==> src/rtl/fft_pkg.sv <==
`default_nettype none
// ============================================================================
// Package  : fft_pkg
// Brief    : Shared constants, sample/state types and twiddle helper for the
//            radix-2 FFT butterfly sequencer.
// Revision : 1.0
// ============================================================================
package fft_pkg;

    localparam int DATA_WIDTH = 16;
    localparam int FRAC_BITS  = 15;
    localparam int ANGLE_BITS = FRAC_BITS + 1;

    typedef struct packed {
        logic signed [DATA_WIDTH-1:0] im;
        logic signed [DATA_WIDTH-1:0] re;
    } cplx_t;

    typedef enum logic [1:0] {
        IDLE  = 2'd0,
        ISSUE = 2'd1,
        DRAIN = 2'd2,
        DONE  = 2'd3
    } fsm_state_t;

    // Unwrapped angle j << (angle_bits-1-s); callers truncate to their width,
    // which gives the modulo-2^angle_bits wrap.
    function automatic logic [31:0] angle_for(input int angle_bits, input int s, input int j);
        angle_for = 32'(j) << (angle_bits - 1 - s);
    endfunction

endpackage
`default_nettype wire

==> src/rtl/fft_addr_gen.sv <==
`default_nettype none
// ============================================================================
// Module   : fft_addr_gen
// Brief    : Combinational (stage, butterfly index) -> operand addresses and
//            twiddle angle for an in-place radix-2 DIT FFT.
// Revision : 1.0
// ============================================================================
module fft_addr_gen #(
    parameter int LOG2N      = 4,
    parameter int ANGLE_BITS = 16,
    parameter int SW         = (LOG2N > 1) ? $clog2(LOG2N) : 1
) (
    input  logic [SW-1:0]         stage,
    input  logic [LOG2N-2:0]      k,
    output logic [LOG2N-1:0]      addr_a,
    output logic [LOG2N-1:0]      addr_b,
    output logic [ANGLE_BITS-1:0] angle
);
    import fft_pkg::*;

    logic [LOG2N-1:0] w_k_ext;
    logic [LOG2N-1:0] w_h;
    logic [LOG2N-1:0] w_j;
    logic [LOG2N-1:0] w_g;

    always_comb begin
        w_k_ext = {1'b0, k};
        w_h     = LOG2N'(1) << stage;
        w_j     = w_k_ext & (w_h - 1'b1);
        w_g     = w_k_ext >> stage;
        // Group base is g*2h; the b operand sits h above its a partner.
        addr_a  = ((w_g << stage) << 1) | w_j;
        addr_b  = addr_a + w_h;
        angle   = ANGLE_BITS'(angle_for(ANGLE_BITS, int'(stage), int'(w_j)));
    end

endmodule
`default_nettype wire

==> src/rtl/fft_bfly_sequencer.sv <==
`default_nettype none
// ============================================================================
// Module   : fft_bfly_sequencer
// Brief    : In-place radix-2 DIT FFT sequencer: reads operand pairs, feeds an
//            external fixed-latency butterfly and writes results back.
//            Optional macro FFT_SEQ_INVERSE_EN adds inverse_i (conjugate twiddle).
// Revision : 1.0
// ============================================================================
module fft_bfly_sequencer #(
    parameter int DATA_WIDTH = 16,
    parameter int FRAC_BITS  = 15,
    parameter int LOG2N      = 4,
    parameter int BFLY_LAT   = 8
) (
    input  logic                    clk_i,
    input  logic                    rst,
    input  logic                    start_i,
`ifdef FFT_SEQ_INVERSE_EN
    input  logic                    inverse_i,
`endif
    output logic                    busy_o,
    output logic                    done_o,
    output logic                    rd_en_o,
    output logic [LOG2N-1:0]        rd_addr_a_o,
    output logic [LOG2N-1:0]        rd_addr_b_o,
    input  logic [2*DATA_WIDTH-1:0] rd_data_a_i,
    input  logic [2*DATA_WIDTH-1:0] rd_data_b_i,
    output logic [FRAC_BITS:0]      bfly_twid_o,
    output logic [2*DATA_WIDTH-1:0] bfly_a_o,
    output logic [2*DATA_WIDTH-1:0] bfly_b_o,
    input  logic [2*DATA_WIDTH-1:0] bfly_a_i,
    input  logic [2*DATA_WIDTH-1:0] bfly_b_i,
    output logic                    wr_en_o,
    output logic [LOG2N-1:0]        wr_addr_a_o,
    output logic [LOG2N-1:0]        wr_addr_b_o,
    output logic [2*DATA_WIDTH-1:0] wr_data_a_o,
    output logic [2*DATA_WIDTH-1:0] wr_data_b_o
);
    import fft_pkg::*;

    localparam int ABITS      = FRAC_BITS + 1;
    localparam int SW         = (LOG2N > 1) ? $clog2(LOG2N) : 1;
    localparam int KW         = LOG2N - 1;
    localparam int PIPE_DEPTH = 1 + BFLY_LAT;
    localparam int DCW        = $clog2(PIPE_DEPTH + 1);

    typedef struct packed {
        logic             vld;
        logic [LOG2N-1:0] addr_a;
        logic [LOG2N-1:0] addr_b;
    } wr_tag_t;

    fsm_state_t       r_state, w_state_nxt;
    logic [SW-1:0]    r_stage, w_stage_nxt;
    logic [KW-1:0]    r_k, w_k_nxt;
    logic [DCW-1:0]   r_drain, w_drain_nxt;
    logic             w_busy, w_done, w_rd_en;

    logic [LOG2N-1:0] w_gen_addr_a, w_gen_addr_b;
    logic [ABITS-1:0] w_gen_angle, w_angle_issued;
    logic [ABITS-1:0] r_twid;
    logic             r_rd_vld;
    logic             r_inverse;
    wr_tag_t          w_tag;
    wr_tag_t          r_wr_pipe [PIPE_DEPTH];

    fft_addr_gen #(
        .LOG2N      (LOG2N),
        .ANGLE_BITS (ABITS),
        .SW         (SW)
    ) u_addr_gen (
        .stage  (r_stage),
        .k      (r_k),
        .addr_a (w_gen_addr_a),
        .addr_b (w_gen_addr_b),
        .angle  (w_gen_angle)
    );

    always_ff @(posedge clk_i) begin
        if (rst) begin
            r_state <= IDLE;
            r_stage <= '0;
            r_k     <= '0;
            r_drain <= '0;
        end else begin
            r_state <= w_state_nxt;
            r_stage <= w_stage_nxt;
            r_k     <= w_k_nxt;
            r_drain <= w_drain_nxt;
        end
    end

    always_comb begin
        w_state_nxt = r_state;
        w_stage_nxt = r_stage;
        w_k_nxt     = r_k;
        w_drain_nxt = r_drain;
        w_busy      = 1'b0;
        w_done      = 1'b0;
        w_rd_en     = 1'b0;
        case (r_state)
            IDLE: begin
                if (start_i) begin
                    w_state_nxt = ISSUE;
                    w_stage_nxt = '0;
                    w_k_nxt     = '0;
                end
            end
            ISSUE: begin
                w_busy  = 1'b1;
                w_rd_en = 1'b1;
                if (r_k == KW'((1 << (LOG2N - 1)) - 1)) begin
                    w_state_nxt = DRAIN;
                    w_k_nxt     = '0;
                    w_drain_nxt = '0;
                end else begin
                    w_k_nxt = r_k + 1'b1;
                end
            end
            DRAIN: begin
                w_busy = 1'b1;
                // The last write of the stage is on the wire in the final drain cycle.
                if (r_drain == DCW'(PIPE_DEPTH - 1)) begin
                    w_drain_nxt = '0;
                    if (r_stage == SW'(LOG2N - 1)) begin
                        w_state_nxt = DONE;
                    end else begin
                        w_state_nxt = ISSUE;
                        w_stage_nxt = r_stage + 1'b1;
                        w_k_nxt     = '0;
                    end
                end else begin
                    w_drain_nxt = r_drain + 1'b1;
                end
            end
            DONE: begin
                w_done      = 1'b1;
                w_state_nxt = IDLE;
            end
            default: w_state_nxt = IDLE;
        endcase
    end

`ifdef FFT_SEQ_INVERSE_EN
    always_ff @(posedge clk_i) begin
        if (rst) begin
            r_inverse <= 1'b0;
        end else if (r_state == IDLE && start_i) begin
            r_inverse <= inverse_i;
        end
    end
`else
    assign r_inverse = 1'b0;
`endif

    assign w_angle_issued = r_inverse ? ('0 - w_gen_angle) : w_gen_angle;

    always_comb begin
        w_tag.vld    = w_rd_en;
        w_tag.addr_a = w_rd_en ? w_gen_addr_a : '0;
        w_tag.addr_b = w_rd_en ? w_gen_addr_b : '0;
    end

    // Twiddle is delayed one cycle to line up with the memory read data.
    always_ff @(posedge clk_i) begin
        if (rst) begin
            r_twid   <= '0;
            r_rd_vld <= 1'b0;
        end else begin
            r_twid   <= w_rd_en ? w_angle_issued : '0;
            r_rd_vld <= w_rd_en;
        end
    end

    always_ff @(posedge clk_i) begin
        if (rst) begin
            for (int i = 0; i < PIPE_DEPTH; i++) begin
                r_wr_pipe[i] <= '0;
            end
        end else begin
            r_wr_pipe[0] <= w_tag;
            for (int i = 1; i < PIPE_DEPTH; i++) begin
                r_wr_pipe[i] <= r_wr_pipe[i-1];
            end
        end
    end

    assign busy_o      = w_busy;
    assign done_o      = w_done;
    assign rd_en_o     = w_rd_en;
    assign rd_addr_a_o = w_tag.addr_a;
    assign rd_addr_b_o = w_tag.addr_b;
    assign bfly_twid_o = r_twid;
    assign bfly_a_o    = r_rd_vld ? rd_data_a_i : '0;
    assign bfly_b_o    = r_rd_vld ? rd_data_b_i : '0;
    assign wr_en_o     = r_wr_pipe[PIPE_DEPTH-1].vld;
    assign wr_addr_a_o = r_wr_pipe[PIPE_DEPTH-1].addr_a;
    assign wr_addr_b_o = r_wr_pipe[PIPE_DEPTH-1].addr_b;
    assign wr_data_a_o = wr_en_o ? bfly_a_i : '0;
    assign wr_data_b_o = wr_en_o ? bfly_b_i : '0;

endmodule
`default_nettype wire

==> config.mk <==
export PLATFORM = sky130hd
export DESIGN_NAME = fft_bfly_sequencer
export DESIGN_NICKNAME = d
export VERILOG_FILES = /design/src/rtl/fft_pkg.sv /design/src/rtl/fft_addr_gen.sv /design/src/rtl/fft_bfly_sequencer.sv
export SDC_FILE = /design/constraint.sdc
export NUM_CORES = 1
export LEC_CHECK = 0
export ABC_AREA = 1
export CAP_MARGIN = 20
export CORE_MARGIN = 8
export CORE_UTILIZATION = 30
export CTS_CLUSTER_SIZE = 20
export DETAILED_ROUTE_END_ITERATION = 10
export GPL_TIMING_DRIVEN = 0
export PLACE_DENSITY = 0.67
export SYNTH_ARGS = -nofsm -noshare
export SYNTH_HDL_FRONTEND = slang
export SYNTH_HIERARCHICAL = 1
export SYNTH_SLANG_ARGS = --single-unit
==> constraint.sdc <==
create_clock -name clk_i -period 2 [get_ports clk_i]
set_input_delay 0.3 -clock clk_i [delete_from_list [all_inputs] [get_ports clk_i]]
set_output_delay 0.3 -clock clk_i [all_outputs]
set_load 0.02 [all_outputs]
==> metrics.txt, run 1 <==
count of pins on the block boundary=295; clock latency reported for the late side of the worst-skew pair=0.35 ns; number of DRC markers after the initial detailed-route iteration=150; maximum level of the CTS H-tree=3; CP startpoint kind=register; count of cells along the worst register-to-register path=12; diodes inserted=0; length of routed met2 wiring=8.68 mm; clk slew on worst S/H paths=0.08 ns; maximum number of pins on one net before global-route repair=22; number of global-route vias before repair=4,863; fraction of power consumed by combinational cells=0.436; register share of total power=0.321; Min Clock Period, post-route=2.15 ns; number of clock buffers inserted by TritonCTS=9; post-route clock skew=0.00648 ns; sequential element share of the synthesized area=0.437; starting utilization of the core area=0.303; Final ANT Viol Nets=0; height of the die=144 um; number of synthesized register bits=108; wire per inst=12.8 um; total track usage=0.151; x dimension of the die=144 um; fraction of final layout cells with drive strength greater than 1=0.144; overall overflow remaining after global route=0; full die area=0.0209 sq mm; internal power component=4910 uW; maximum capacitance violations=0; run status=finished, violations left; placed wire-length estimate after detailed placement=13.2 mm; number of instances in the synthesized netlist=740; first-pass GRT wire length=24.6 mm; Post-CTS Hold Buffers=0; final weighted congestion in routability-driven placement=0.821; startpoint of the lowest-slack register-to-register path=r_stage[0]; core footprint=0.0163 sq mm; violations in the final reports=setup timing; endpoint of the worst register-to-register path=r_wr_pipe[0][1]; uppermost metal layer occupied by signal nets=met4; total standard cell area after synthesis=0.00495 sq mm; Req. time, crit path=1.70 ns; placed standard-cell area=0.00822 sq mm; delay of the slowest critical-path stage=0.47 ns; maximum fanout along the worst path=4; Clock Sinks=108; Via Count=5,056; Placement Setup Slack=-0.478 ns; Root Driver=sky130_fd_sc_hd__clkbuf_16; Layout area overhead=79.0%; element type at the critical path end=primary output; final-report hold violation count=0; Layout Cell Area excl Fill=0.00886 sq mm; total power density per cell area=870 mW/mm^2; count of final setup violators=4; worst setup path category=register to primary output; register-to-register setup slack=-0.10 ns; static leakage=0.00535 uW; highest clock frequency the design can meet=0.465 GHz; count of cell types in the netlist=30; period utilisation layout=1.07; metal1 wirelength=5.97 mm; number of nets in the finished design=1,232; number of buffers between clock root and the deepest sink=2; CTS tree=built; Total Routed Length=16.8 mm; ordered cell list for the critical path=clkinv_4 -> buf_6 -> nor2_4 -> fa_2 -> nand2_2 -> inv_2 -> buf_6; via density per instance=3.85; DRC viols=0; slack of the critical path=-0.149 ns; Clock Power Share=0.243; Synth Warn #=6; peak supply drop=816 uV; antenna violations before repair=0; Final TNS setup=-0.513 ns; class of the tightest hold or removal check=register to register; count of port buffers added during placement=294; number of inserted filler cells in the final layout=1,581; length of routed met3 wiring=1.77 mm; Hold Slack=0.395 ns; last element of the critical path=rd_addr_b_o[1]; unrepaired setup endpoints after global routing=true; arrival time at the worst endpoint=1.85 ns; Setup crit start=r_stage[0]; net switching power=2800 uW; cell with the largest stage delay on the worst path=sky130_fd_sc_hd__fa_2; Sw Ratio=0.363; final slew viol count=0; number of placement rows=47; per-instance average area after synthesis=6.69 sq um; most used cell, CP=sky130_fd_sc_hd__buf_6; number of detailed-routing iterations run before antenna repair=4
==> registers in the layout, indices dropped and copies added, names as in the netlist <==
name         cells
r_stage          2
r_k              3
r_state          2
r_drain          4
r_wr_pipe       81
bfly_twid_o     16
==> power groups by stage <==
stage	Sequential, uW	Clock [uW]	Combinational, uW
2_1_floorplan	2520	0	1510
3_3_place_gp	2490	0	2680
3_5_place_dp	2490	0	2700
4_1_cts	2460	1920	3160
5_1_grt	2500	2010	3670
6_report	2470	1880	3360
==> area by class of cell <==
| cell class | instances | area [sq um] | share of cell area |
|---|---|---|---|
| buffer | 47 | 364 | 0.0411 |
| clock buffer | 9 | 225 | 0.0254 |
| clock inverter | 7 | 97.6 | 0.0110 |
| inverter | 253 | 965 | 0.109 |
| multi-input combinational | 345 | 1680 | 0.189 |
| sequential | 108 | 2170 | 0.245 |
| tap | 220 | 275 | 0.0311 |
| timing repair buffer | 325 | 3090 | 0.348 |
==> worst min path at each step <==
stage	from	end	slack, ns	cells after the start
2_1_floorplan	rst	r_wr_pipe[0][8]	0.38	1
3_3_place_gp	r_wr_pipe[0][26]	r_wr_pipe[0][35]	0.39	2
3_5_place_dp	r_wr_pipe[0][0]	r_wr_pipe[0][9]	0.39	2
4_1_cts	r_wr_pipe[0][42]	r_wr_pipe[0][51]	0.40	2
5_1_grt	r_wr_pipe[0][47]	r_wr_pipe[0][56]	0.41	2
6_report	r_wr_pipe[0][42]	r_wr_pipe[0][51]	0.40	2
==> cell usage in the layout, fill, tap and decap left out, types with 10 or more instances in the layout <==
cell type and count:
sky130_fd_sc_hd__clkdlybuf4s50_1 164, sky130_fd_sc_hd__nor2_1 95, sky130_fd_sc_hd__buf_4 66, sky130_fd_sc_hd__inv_2 10, sky130_fd_sc_hd__inv_1 239, sky130_fd_sc_hd__nand3_1 10
sky130_fd_sc_hd__conb_1 14, sky130_fd_sc_hd__dlymetal6s2s_1 11, sky130_fd_sc_hd__nand2_1 168, sky130_fd_sc_hd__dfxtp_1 103, sky130_fd_sc_hd__dlygate4sd2_1 106
==> kinds of logic after synthesis <==
logic type      after synthesis  synth area share
flops                       108             0.437
fa+ha+maj                    12            0.0318
compound gates               15            0.0179
simple gates                303             0.251
xor+xnor                      1           0.00177
buf+inv                     300             0.260
other cells                   1          0.000757
==> routing by layer <==
metal,vias to the layer above,GRT usage
li1,2658,-
met1,2199,0.143
met2,174,0.288
met3,25,0.0594
met4,0,0.0553
met5,-,0
==> synthesized netlist by cell type <==
library cell | number | area (sq um)
sky130_fd_sc_hd__inv_2 | 2 | 7.51
sky130_fd_sc_hd__a21oi_2 | 1 | 8.76
sky130_fd_sc_hd__buf_6 | 1 | 11.3
sky130_fd_sc_hd__nand2_1 | 174 | 653
sky130_fd_sc_hd__nand3_2 | 1 | 10.0
sky130_fd_sc_hd__nand2_2 | 4 | 25.0
sky130_fd_sc_hd__inv_4 | 1 | 6.26
sky130_fd_sc_hd__xor2_1 | 1 | 8.76
sky130_fd_sc_hd__dfxtp_1 | 108 | 2160
sky130_fd_sc_hd__o21ai_0 | 1 | 5.00
sky130_fd_sc_hd__a21oi_1 | 9 | 45.0
sky130_fd_sc_hd__o21ai_2 | 2 | 17.5
sky130_fd_sc_hd__nand3_1 | 10 | 50.1
sky130_fd_sc_hd__o22ai_1 | 2 | 12.5
sky130_fd_sc_hd__nor2_2 | 6 | 37.5
sky130_fd_sc_hd__inv_6 | 1 | 8.76
sky130_fd_sc_hd__clkbuf_1 | 1 | 3.75
sky130_fd_sc_hd__nor2_1 | 97 | 364
sky130_fd_sc_hd__nand3b_1 | 1 | 7.51
sky130_fd_sc_hd__nor3_1 | 1 | 5.00
sky130_fd_sc_hd__conb_1 | 1 | 3.75
sky130_fd_sc_hd__inv_1 | 249 | 935
sky130_fd_sc_hd__buf_12 | 1 | 20.0
sky130_fd_sc_hd__nor2_4 | 4 | 45.0
sky130_fd_sc_hd__ha_1 | 11 | 138
sky130_fd_sc_hd__nor2_8 | 1 | 20.0
sky130_fd_sc_hd__buf_2 | 14 | 70.1
sky130_fd_sc_hd__buf_4 | 30 | 225
sky130_fd_sc_hd__nand4_1 | 4 | 25.0
sky130_fd_sc_hd__fa_1 | 1 | 20.0
==> critical path: cells and delay by family (launching register included) <==
family | cells | cell delay, ns
adder cells (fa/ha/maj) | 1 | 0.47
flip-flops | 1 | 0.40
buffers and inverters | 4 | 0.36
AND/OR/NAND/NOR | 2 | 0.25
==> metrics by stage <==
| stage | power, uW | util | cells |
|---|---|---|---|
| 4_1_cts | 7550 | 0.537 | 1314 |
| 6_report | 7710 | 0.542 | 1314 |
| 2_1_floorplan | 4030 | - | 753 |
| 5_1_grt | 8170 | 0.542 | 1314 |
| 3_5_place_dp | 5190 | 0.503 | 1267 |
| 3_3_place_gp | 5170 | 0.503 | 1267 |
==> what timing repair did <==
| action | in CTS | in global routing |
|---|---|---|
| setup buffers | 31 | 2 |
| resized for setup | 188 | 41 |
| pin swaps | 11 | 13 |
| endpoints found under the setup margin | 134 | 43 |
No activity file was read; power rests on OpenSTA's default activity.
==> run 2, diff against run 1 <==
--- a/config.mk
+++ b/config.mk
@@ -7,6 +7,7 @@
 export LEC_CHECK = 0
 export ABC_AREA = 1
 export CAP_MARGIN = 20
+export CORE_ASPECT_RATIO = 1.25
 export CORE_MARGIN = 8
 export CORE_UTILIZATION = 30
 export CTS_CLUSTER_SIZE = 20
==> metrics.txt, run 2 (synthesis results as in run 1) <==
final slew viol count=0 (unchanged); number of cells traversed by the worst hold path=2 (unchanged); post-route clock skew=0.00710 ns (was 0.00648 ns); maximum capacitance violations=0 (unchanged); static leakage=0.00518 uW (was 0.00535 uW); number of global-route vias before repair=4,626 (was 4,863); count of pins on the block boundary=295 (unchanged); count of port buffers added during placement=294 (unchanged); fraction of final layout cells with drive strength greater than 1=0.130 (was 0.144); clock latency reported for the late side of the worst-skew pair=0.35 ns (about the same); startpoint of the lowest-slack register-to-register path=r_state[0] (was r_stage[0]); clk slew on worst S/H paths=0.08 ns (about the same); full die area=0.0209 sq mm (about the same); violations in the final reports=setup timing (unchanged); top cell family by delay on the critical path=adder cells (unchanged); endpoint of the worst register-to-register path=r_drain[2] (was r_wr_pipe[0][1]); class of the tightest hold or removal check=register to register (unchanged); first-pass GRT wire length=26.1 mm (was 24.6 mm); flip-flop count of the largest register, all copies and words added=81 (unchanged); via density per instance=3.83 (was 3.85); Req. time, crit path=1.70 ns (about the same); Top reg by flops=r_wr_pipe (unchanged); Clock Power Share=0.248 (was 0.243); register-to-register setup slack=0.46 ns (was -0.10 ns); Final TNS setup=-0.192 ns (was -0.513 ns); run status=finished, violations left (unchanged); net switching power=2720 uW (was 2800 uW); period utilisation layout=1.04 (was 1.07); number of detailed-routing iterations run before antenna repair=5 (was 4); placed wire-length estimate after detailed placement=14.8 mm (was 13.2 mm); maximum number of pins on one net before global-route repair=23 (was 22); ordered cell list for the critical path=inv_4 -> nand2_4 -> o22ai_4 -> fa_2 -> nand2_2 -> inv_2 -> buf_6 (was clkinv_4 -> buf_6 -> nor2_4 -> fa_2 -> nand2_2 -> inv_2 -> buf_6); count of cells along the worst register-to-register path=10 (was 12); count of buffering cells on the critical path with inverters included=3 (was 4); Post-CTS Hold Buffers=0 (unchanged); highest clock frequency the design can meet=0.482 GHz (was 0.465 GHz); Clock Sinks=108 (unchanged); number of nets in the finished design=1,211 (was 1,232); register share of total power=0.342 (was 0.321); Placement Setup Slack=-0.467 ns (was -0.478 ns); most frequent cells in the layout=sky130_fd_sc_hd__inv_1, sky130_fd_sc_hd__nand2_1, sky130_fd_sc_hd__clkdlybuf4s50_1 (unchanged); commonest non-fill, non-tap cell in the layout=sky130_fd_sc_hd__inv_1 (unchanged); hold path startpoint=r_wr_pipe[0][41] (was r_wr_pipe[0][42]); Total Routed Length=18.1 mm (was 16.8 mm); total design power=7240 uW (was 7710 uW); delay of the slowest critical-path stage=0.48 ns (was 0.47 ns); WHS Endpoint=r_wr_pipe[0][50] (was r_wr_pipe[0][51]); worst setup path category=register to primary output (unchanged); Via Count=4,936 (was 5,056); total power density per cell area=833 mW/mm^2 (was 870 mW/mm^2); Final ANT Viol Nets=0 (unchanged); total track usage=0.166 (was 0.151); number of inserted filler cells in the final layout=1,543 (was 1,581); arrival time at the worst endpoint=1.78 ns (was 1.85 ns); wire per inst=14.0 um (was 12.8 um); number of clock buffers inserted by TritonCTS=9 (unchanged); number of placement rows=52 (was 47); fraction of power consumed by combinational cells=0.410 (was 0.436); internal power component=4520 uW (was 4910 uW); count of final setup violators=3 (was 4); CP startpoint kind=register (unchanged); element type at the critical path end=primary output (unchanged); Sw Ratio=0.375 (was 0.363); overall overflow remaining after global route=0 (unchanged); unrepaired setup endpoints after global routing=true (unchanged); maximum level of the CTS H-tree=3 (unchanged); Layout area overhead=75.5% (was 79.0%); final-report hold violation count=0 (unchanged); number of buffers between clock root and the deepest sink=2 (unchanged); maximum fanout along the worst path=5 (was 4); final weighted congestion in routability-driven placement=0.870 (was 0.821); peak supply drop=540 uV (was 816 uV); antenna violations before repair=1 (was 0); number of DRC markers after the initial detailed-route iteration=133 (was 150); starting utilization of the core area=0.306 (was 0.303); core footprint=0.0162 sq mm (was 0.0163 sq mm); Min Clock Period, post-route=2.08 ns (was 2.15 ns); CTS tree=built (unchanged); Root Driver=sky130_fd_sc_hd__clkbuf_16 (unchanged); x dimension of the die=131 um (was 144 um); DRC viols=0 (unchanged); cell with the largest stage delay on the worst path=sky130_fd_sc_hd__fa_2 (unchanged); height of the die=160 um (was 144 um); slack of the critical path=-0.0754 ns (was -0.149 ns)
run 2: cell count changes in the layout (fill, tap and decap cells not counted), sizes merged:
| cell | change |
|---|---|
| clkdlybuf4s15 | +16 |
| bufinv | -1 |
| clkinv | +1 |
| buf | -23 |
| dlymetal6s2s | -1 |
| diode | +1 |
| clkdlybuf4s50 | -1 |
| dlygate4sd2 | -12 |
run 2: stage by stage:
step	instances	hold WS (ns)	utilization	area [sq um]
final	1290	0.394	0.536	8690
after global routing	1290	0.397	0.536	8690
after CTS	1289	0.392	0.533	8630
after detailed placement	1263	0.392	0.507	8210
after global placement	1263	0.388	0.507	8210
after floorplan	753	0.375	-	5000
run 2: area by class of cell:
class                   count  area, sq um  share of cell area
well taps                 216          270              0.0311
repair buffers            304         2950               0.340
clock buffers               9          225              0.0259
clock inverters             7         86.3             0.00994
inverters                 253          965               0.111
flip-flops and latches    108         2170               0.250
multi-input cells         345         1650               0.189
plain buffers              47          365              0.0421
diodes                      1         2.50            0.000288
run 2: worst reg2reg max path: cells and delay by family (launching register included):
family | cells | cell delay [ns]
compound gates | 1 | 0.17
fa+ha+maj | 1 | 0.20
buf+inv | 5 | 0.50
flops | 1 | 0.43
simple gates | 3 | 0.20
run 2: what timing repair did:
item                       4_1_cts  5_1_grt
setup buffers                   10        0
resized for setup              218       21
pin swaps                       11        7
setup endpoints to repair      138       33
run 2: worst max-delay path by stage:
stage                      to  slack (ns)  cells past startpoint        from
3_3_place_gp   rd_addr_b_o[2]       -0.45                      8  r_stage[1]
4_1_cts        rd_addr_b_o[1]       -0.12                      6  r_stage[0]
3_5_place_dp   rd_addr_b_o[2]       -0.47                      8  r_stage[1]
6_report       rd_addr_b_o[1]       -0.08                      7  r_stage[1]
5_1_grt        rd_addr_b_o[2]       -0.18                      8  r_stage[1]
2_1_floorplan  rd_addr_b_o[2]        0.21                      7  r_stage[1]
run 2: power groups by stage:
stage,combinational (uW),sequential (uW),clock (uW)
final,2960,2480,1800
after global routing,3240,2490,1960
after CTS,2940,2460,1860
after floorplan,1510,2520,0
after global placement,2710,2490,0
after detailed placement,2740,2490,0
run 2: routing by layer:
metal / up-vias / GRT usage / wire length [um]
met5: - / 0 / 0
met4: 0 / 0.0591 / 564
met3: 25 / 0.0936 / 2700
met2: 204 / 0.298 / 8820
met1: 2082 / 0.150 / 6010
li1: 2625 / - / -
==> RTL edit 1, RTL diff (flow settings as in run 2) <==
Add an input register stage for `rd_data_a_i`; this delays it by one clock. The other inputs are not delayed to match.
--- a/src/rtl/fft_bfly_sequencer.sv
+++ b/src/rtl/fft_bfly_sequencer.sv
@@ -51,4 +51,10 @@
     } wr_tag_t;
 
+    logic [2*DATA_WIDTH-1:0] rd_data_a_q;
+
+    always_ff @(posedge clk_i) begin
+        rd_data_a_q <= rd_data_a_i;
+    end
+
     fsm_state_t       r_state, w_state_nxt;
     logic [SW-1:0]    r_stage, w_stage_nxt;
@@ -192,5 +198,5 @@
     assign rd_addr_b_o = w_tag.addr_b;
     assign bfly_twid_o = r_twid;
-    assign bfly_a_o    = r_rd_vld ? rd_data_a_i : '0;
+    assign bfly_a_o    = r_rd_vld ? rd_data_a_q : '0;
     assign bfly_b_o    = r_rd_vld ? rd_data_b_i : '0;
     assign wr_en_o     = r_wr_pipe[PIPE_DEPTH-1].vld;
Check against the original RTL: not equivalent (a bounded check fails within 4 cycles, from zero or initial values and one cycle with rst high).
==> RTL edit 1 against run 2 <==
- the run still ends with negative setup slack left
- area after synthesis grew 12%
- via count rose by 5.5%
- setup slack got worse by 0.060 ns
- utilization is 1.3 points lower
- total power grew 13%
- register-to-register slack got worse by 0.30 ns
- design area increased by 9.0%
- routed wire length is 5.1% higher
- sequential share of layout area increased by 4.7 points
- sequential cell count grew 32
- critical path type unchanged
- largest cell class unchanged
==> RTL edit 1: results <==
{
  "max_stage_delay_ns": 0.42,
  "r2r_setup_slack_ns": 0.16,
  "leakage_uw": 0.00537,
  "grtUsageTotal_pct": 16.1,
  "vdd_drop_max_mv": 0.742,
  "diodes": 0,
  "clkLatencyLatePin_ns": 0.41,
  "hold_path.class": "in -> reg",
  "drt_iter0_markers": 164,
  "rr_worst_depth": 9,
  "whs_ns": 0.170,
  "grt_antenna_before_repair": 0,
  "critical_path.max_fanout": 7,
  "holdPathStages": 2,
  "first_pass_iters": 4,
  "fillers": 1752,
  "skew_ns": 0.00782,
  "post-place-ws_ns": -0.415,
  "layout.nets": 1260,
  "vias": 5208,
  "synthTopCellsByCount": "inv_1, nand2_1, dfxtp_1",
  "synth-seq-area-share_pct": 50.5,
  "placed_area_sq_um": 8820,
  "cts_max_level": 4,
  "grt_pass1_wl_microns": 27600,
  "grt_max_degree": 17,
  "clock-root-buffer": "clkbuf_16",
  "synthTopCellsByArea": "dfxtp_1, inv_1, nand2_1",
  "worst_slew_pin_slew_ns": 0.595,
  "synth_cell_type_count": 29,
  "detail_route.wl_per_cell_microns": 14.0,
  "swShare_pct": 31.8,
  "cts-buffers-inserted": 17,
  "worst_r2r_endpoint": "r_wr_pipe[0][1]",
  "min_from": "rst",
  "timing.final.ws_setup_ns": -0.136,
  "ant_nets": 0,
  "violations": "negative setup slack",
  "status": "finished, violations left",
  "worstReg2RegStart": "r_stage[1]",
  "yosysWarnings": 6,
  "clk_pin_slew_worst_paths_ns": 0.06,
  "portBuffers": 293,
  "dp.final_hpwl_microns": 15400,
  "setup_viol": 3,
  "grt_pass1_vias": 4918,
  "regMostFlops": "r_wr_pipe",
  "hold_end": "r_wr_pipe[0][8]",
  "worstPathArrival_ns": 1.84,
  "cp_slowest_cell": "dfxtp_4",
  "finalWeightedCongestion": 0.856,
  "drive_above_1_share_pct": 16.5
}
-- RTL edit 1: changes by cell type after synthesis, sizes merged, moves of 3 or more --
cell    delta
buf        -3
clkbuf     +4
dfxtp     +32
nand2      -5
-- RTL edit 1: power groups by stage --
stage,registers [uW],clock network (uW),logic [uW]
finish,3040,2850,2280
global route,3060,3070,2510
global placement,3080,0,2190
detailed placement,3090,0,2210
floorplan,3120,0,1190
CTS,3030,2960,2260
-- RTL edit 1: final cells by class --
| class | count | area (sq um) | share of cell area, % |
|---|---|---|---|
| Sequential cell | 140 | 2810 | 29.7 |
| Timing Repair Buffer | 313 | 2870 | 30.3 |
| Inverter | 255 | 967 | 10.2 |
| Buffer | 48 | 353 | 3.73 |
| Clock buffer | 17 | 425 | 4.49 |
| Tap cell | 228 | 285 | 3.01 |
| Clock inverter | 15 | 114 | 1.20 |
| Multi-Input combinational cell | 342 | 1650 | 17.4 |
-- RTL edit 1: cells by family (layout without fill, tap and decap cells) --
kind of cell	count (synthesis)	in the layout	synth area share (%)
XOR/XNOR	1	1	0.158
AO/OA/AOI/OAI	15	15	1.60
flip-flops	140	140	50.5
buffers and inverters	303	648	22.8
AND/OR/NAND/NOR	300	300	22.1
other	1	14	0.0675
adder cells (fa/ha/maj)	12	12	2.84
-- RTL edit 1: through the flow --
step / setup TNS [ns] / cells / total power [uW]
6_report: -0.365 / 1358 / 8170
3_5_place_dp: -2.17 / 1306 / 5300
3_3_place_gp: -1.95 / 1306 / 5280
5_1_grt: -0.689 / 1358 / 8640
2_1_floorplan: 0 / 785 / 4300
4_1_cts: -0.370 / 1358 / 8250
-- RTL edit 1: timing repair --
item | in CTS | in global routing
buffers inserted | 20 | 7
endpoints found under the setup margin | 139 | 72
resized for setup | 259 | 105
pin swaps | 12 | 11
-- RTL edit 1: worst max path at each step --
stage,cells past startpoint,slack [ns],from,end
2_1_floorplan,7,0.21,r_stage[1],rd_addr_b_o[2]
3_3_place_gp,8,-0.43,r_stage[1],rd_addr_b_o[2]
3_5_place_dp,8,-0.42,r_stage[1],rd_addr_b_o[2]
4_1_cts,12,-0.11,r_stage[0],rd_addr_b_o[3]
5_1_grt,12,-0.22,r_stage[1],rd_addr_b_o[3]
6_report,12,-0.14,r_stage[1],rd_addr_b_o[3]
-- RTL edit 1: critical path: cells and delay by family, from the launching register on --
family	cells	cell delay [ns]
AO/OA/AOI/OAI	1	0.08
adder cells (fa/ha/maj)	1	0.24
buffers and inverters	3	0.22
flip-flops	1	0.42
AND/OR/NAND/NOR	7	0.47
-- RTL edit 1: layer usage --
layer	GRT usage, %	routed length [microns]
met1	14.9	6570
met2	28.1	9280
met3	10.5	3000
met4	4.55	161
met5	0	0
==> RTL edit 2, RTL diff (config.mk and constraints of run 2) <==
Without the edit above. `LOG2N` is set to 4 in 2 places; all go to 5.
--- a/src/rtl/fft_addr_gen.sv
+++ b/src/rtl/fft_addr_gen.sv
@@ -7,5 +7,5 @@
 // ============================================================================
 module fft_addr_gen #(
-    parameter int LOG2N      = 4,
+    parameter int LOG2N      = 5,
     parameter int ANGLE_BITS = 16,
     parameter int SW         = (LOG2N > 1) ? $clog2(LOG2N) : 1
--- a/src/rtl/fft_bfly_sequencer.sv
+++ b/src/rtl/fft_bfly_sequencer.sv
@@ -10,5 +10,5 @@
     parameter int DATA_WIDTH = 16,
     parameter int FRAC_BITS  = 15,
-    parameter int LOG2N      = 4,
+    parameter int LOG2N      = 5,
     parameter int BFLY_LAT   = 8
 ) (
Interface: changed (resized rd_addr_a_o, rd_addr_b_o, wr_addr_a_o and wr_addr_b_o); port bits go from 295 to 299. The function was not compared with the original's and may differ.
==> RTL edit 2 against run 2 <==
- worst hold slack worse by 0.00067 ns
- routed wire length increased by 18%
- area after synthesis up 18%
- clock skew down 0.00067 ns
- setup slack worse by 0.73 ns
- design area rose by 17%
- die area grew 16%
- total power up 34%
- sequential power increased by 16%
- sequential cell count grew 20
- register-to-register slack lost 1.1 ns
- the flow still finishes with violations (negative setup slack)
- first-iteration DRC count grew 24%
==> RTL edit 2: results <==
{
  "status": "finished, violations left",
  "violations": "negative setup slack",
  "layout.nets": 1371,
  "r2r_setup_slack_ns": -0.68,
  "whs_ns": 0.394,
  "worst_r2r_endpoint": "r_wr_pipe[0][3]",
  "leakage_uw": 0.00576,
  "cts-buffers-inserted": 17,
  "detail_route.wl_per_cell_microns": 14.2,
  "globalRouteMet2Util_pct": 31.3,
  "use_met3_pct": 6.77,
  "cts_max_level": 4,
  "fillers": 1806,
  "synth_cell_type_count": 33,
  "drive_above_1_share_pct": 17.9,
  "wl_microns": 21400,
  "timing.final.ws_setup_ns": -0.808,
  "cp_slowest_cell": "dfxtp_4",
  "grt_pass1_wl_microns": 31100,
  "synthTopCellsByArea": "dfxtp_1, inv_1, nand2_1",
  "diodes": 0,
  "worstPathArrival_ns": 2.51,
  "async_flop_share_pct": 0,
  "crit_end": "rd_addr_b_o[4]",
  "grt_antenna_before_repair": 0,
  "synth.avg_cell_area_sq_um": 6.72,
  "hold_end": "r_wr_pipe[0][65]",
  "first_pass_iters": 4,
  "portBuffers": 298,
  "placed_area_sq_um": 9210,
  "finalSetupTns_ns": -4.77,
  "synthTopCellsByCount": "inv_1, nand2_1, nor2_1",
  "grtUsageTotal_pct": 16.8,
  "met1Wirelength_microns": 7500,
  "use_met1_pct": 16.0,
  "clkLatencyLatePin_ns": 0.41,
  "grt_max_degree": 17,
  "drt_iter0_markers": 165,
  "cts_setup_buffers": 20,
  "finalWeightedCongestion": 0.951,
  "holdPathStages": 2,
  "wl_met2_microns": 10900,
  "max_stage_delay_ns": 0.36,
  "post-place-ws_ns": -0.929,
  "via_per_inst": 3.96,
  "cts_resized": 258,
  "setup_viol": 12,
  "skew_ns": 0.00642,
  "worstReg2RegStart": "r_stage[0]",
  "synth-seq-area-share_pct": 43.8,
  "rr_worst_depth": 19,
  "met3_length_microns": 2160,
  "min_from": "r_wr_pipe[0][54]"
}
## RTL edit 2: final cells by class
class / count / area, sq um / share of cell area [%]
multi-input cells: 427 / 2160 / 21.2
plain buffers: 50 / 360 / 3.55
well taps: 265 / 332 / 3.26
clock buffers: 17 / 425 / 4.19
clock inverters: 15 / 163 / 1.60
repair buffers: 327 / 3110 / 30.6
inverters: 275 / 1040 / 10.3
flip-flops and latches: 128 / 2570 / 25.3
## RTL edit 2: kinds of logic (layout without fill, tap and decap cells)
family	Yosys count	in the layout	share of synthesized area [%]
and+or+nand+nor	376	376	27.0
buffers and inverters	325	684	23.3
DFF	128	128	43.8
AOI/OAI and AO/OA	25	25	2.48
adders and majority gates	14	14	3.12
xor gates and xnor gates	2	2	0.299
other	1	10	0.0641
## RTL edit 2: power by group
part	switching (uW)	total (uW)	leakage, uW	internal (uW)
registers	137	2870	0.00104	2730
clock network	1310	2980	0.000285	1670
logic	2160	3840	0.00444	1690
total	3600	9680	0.00576	6090
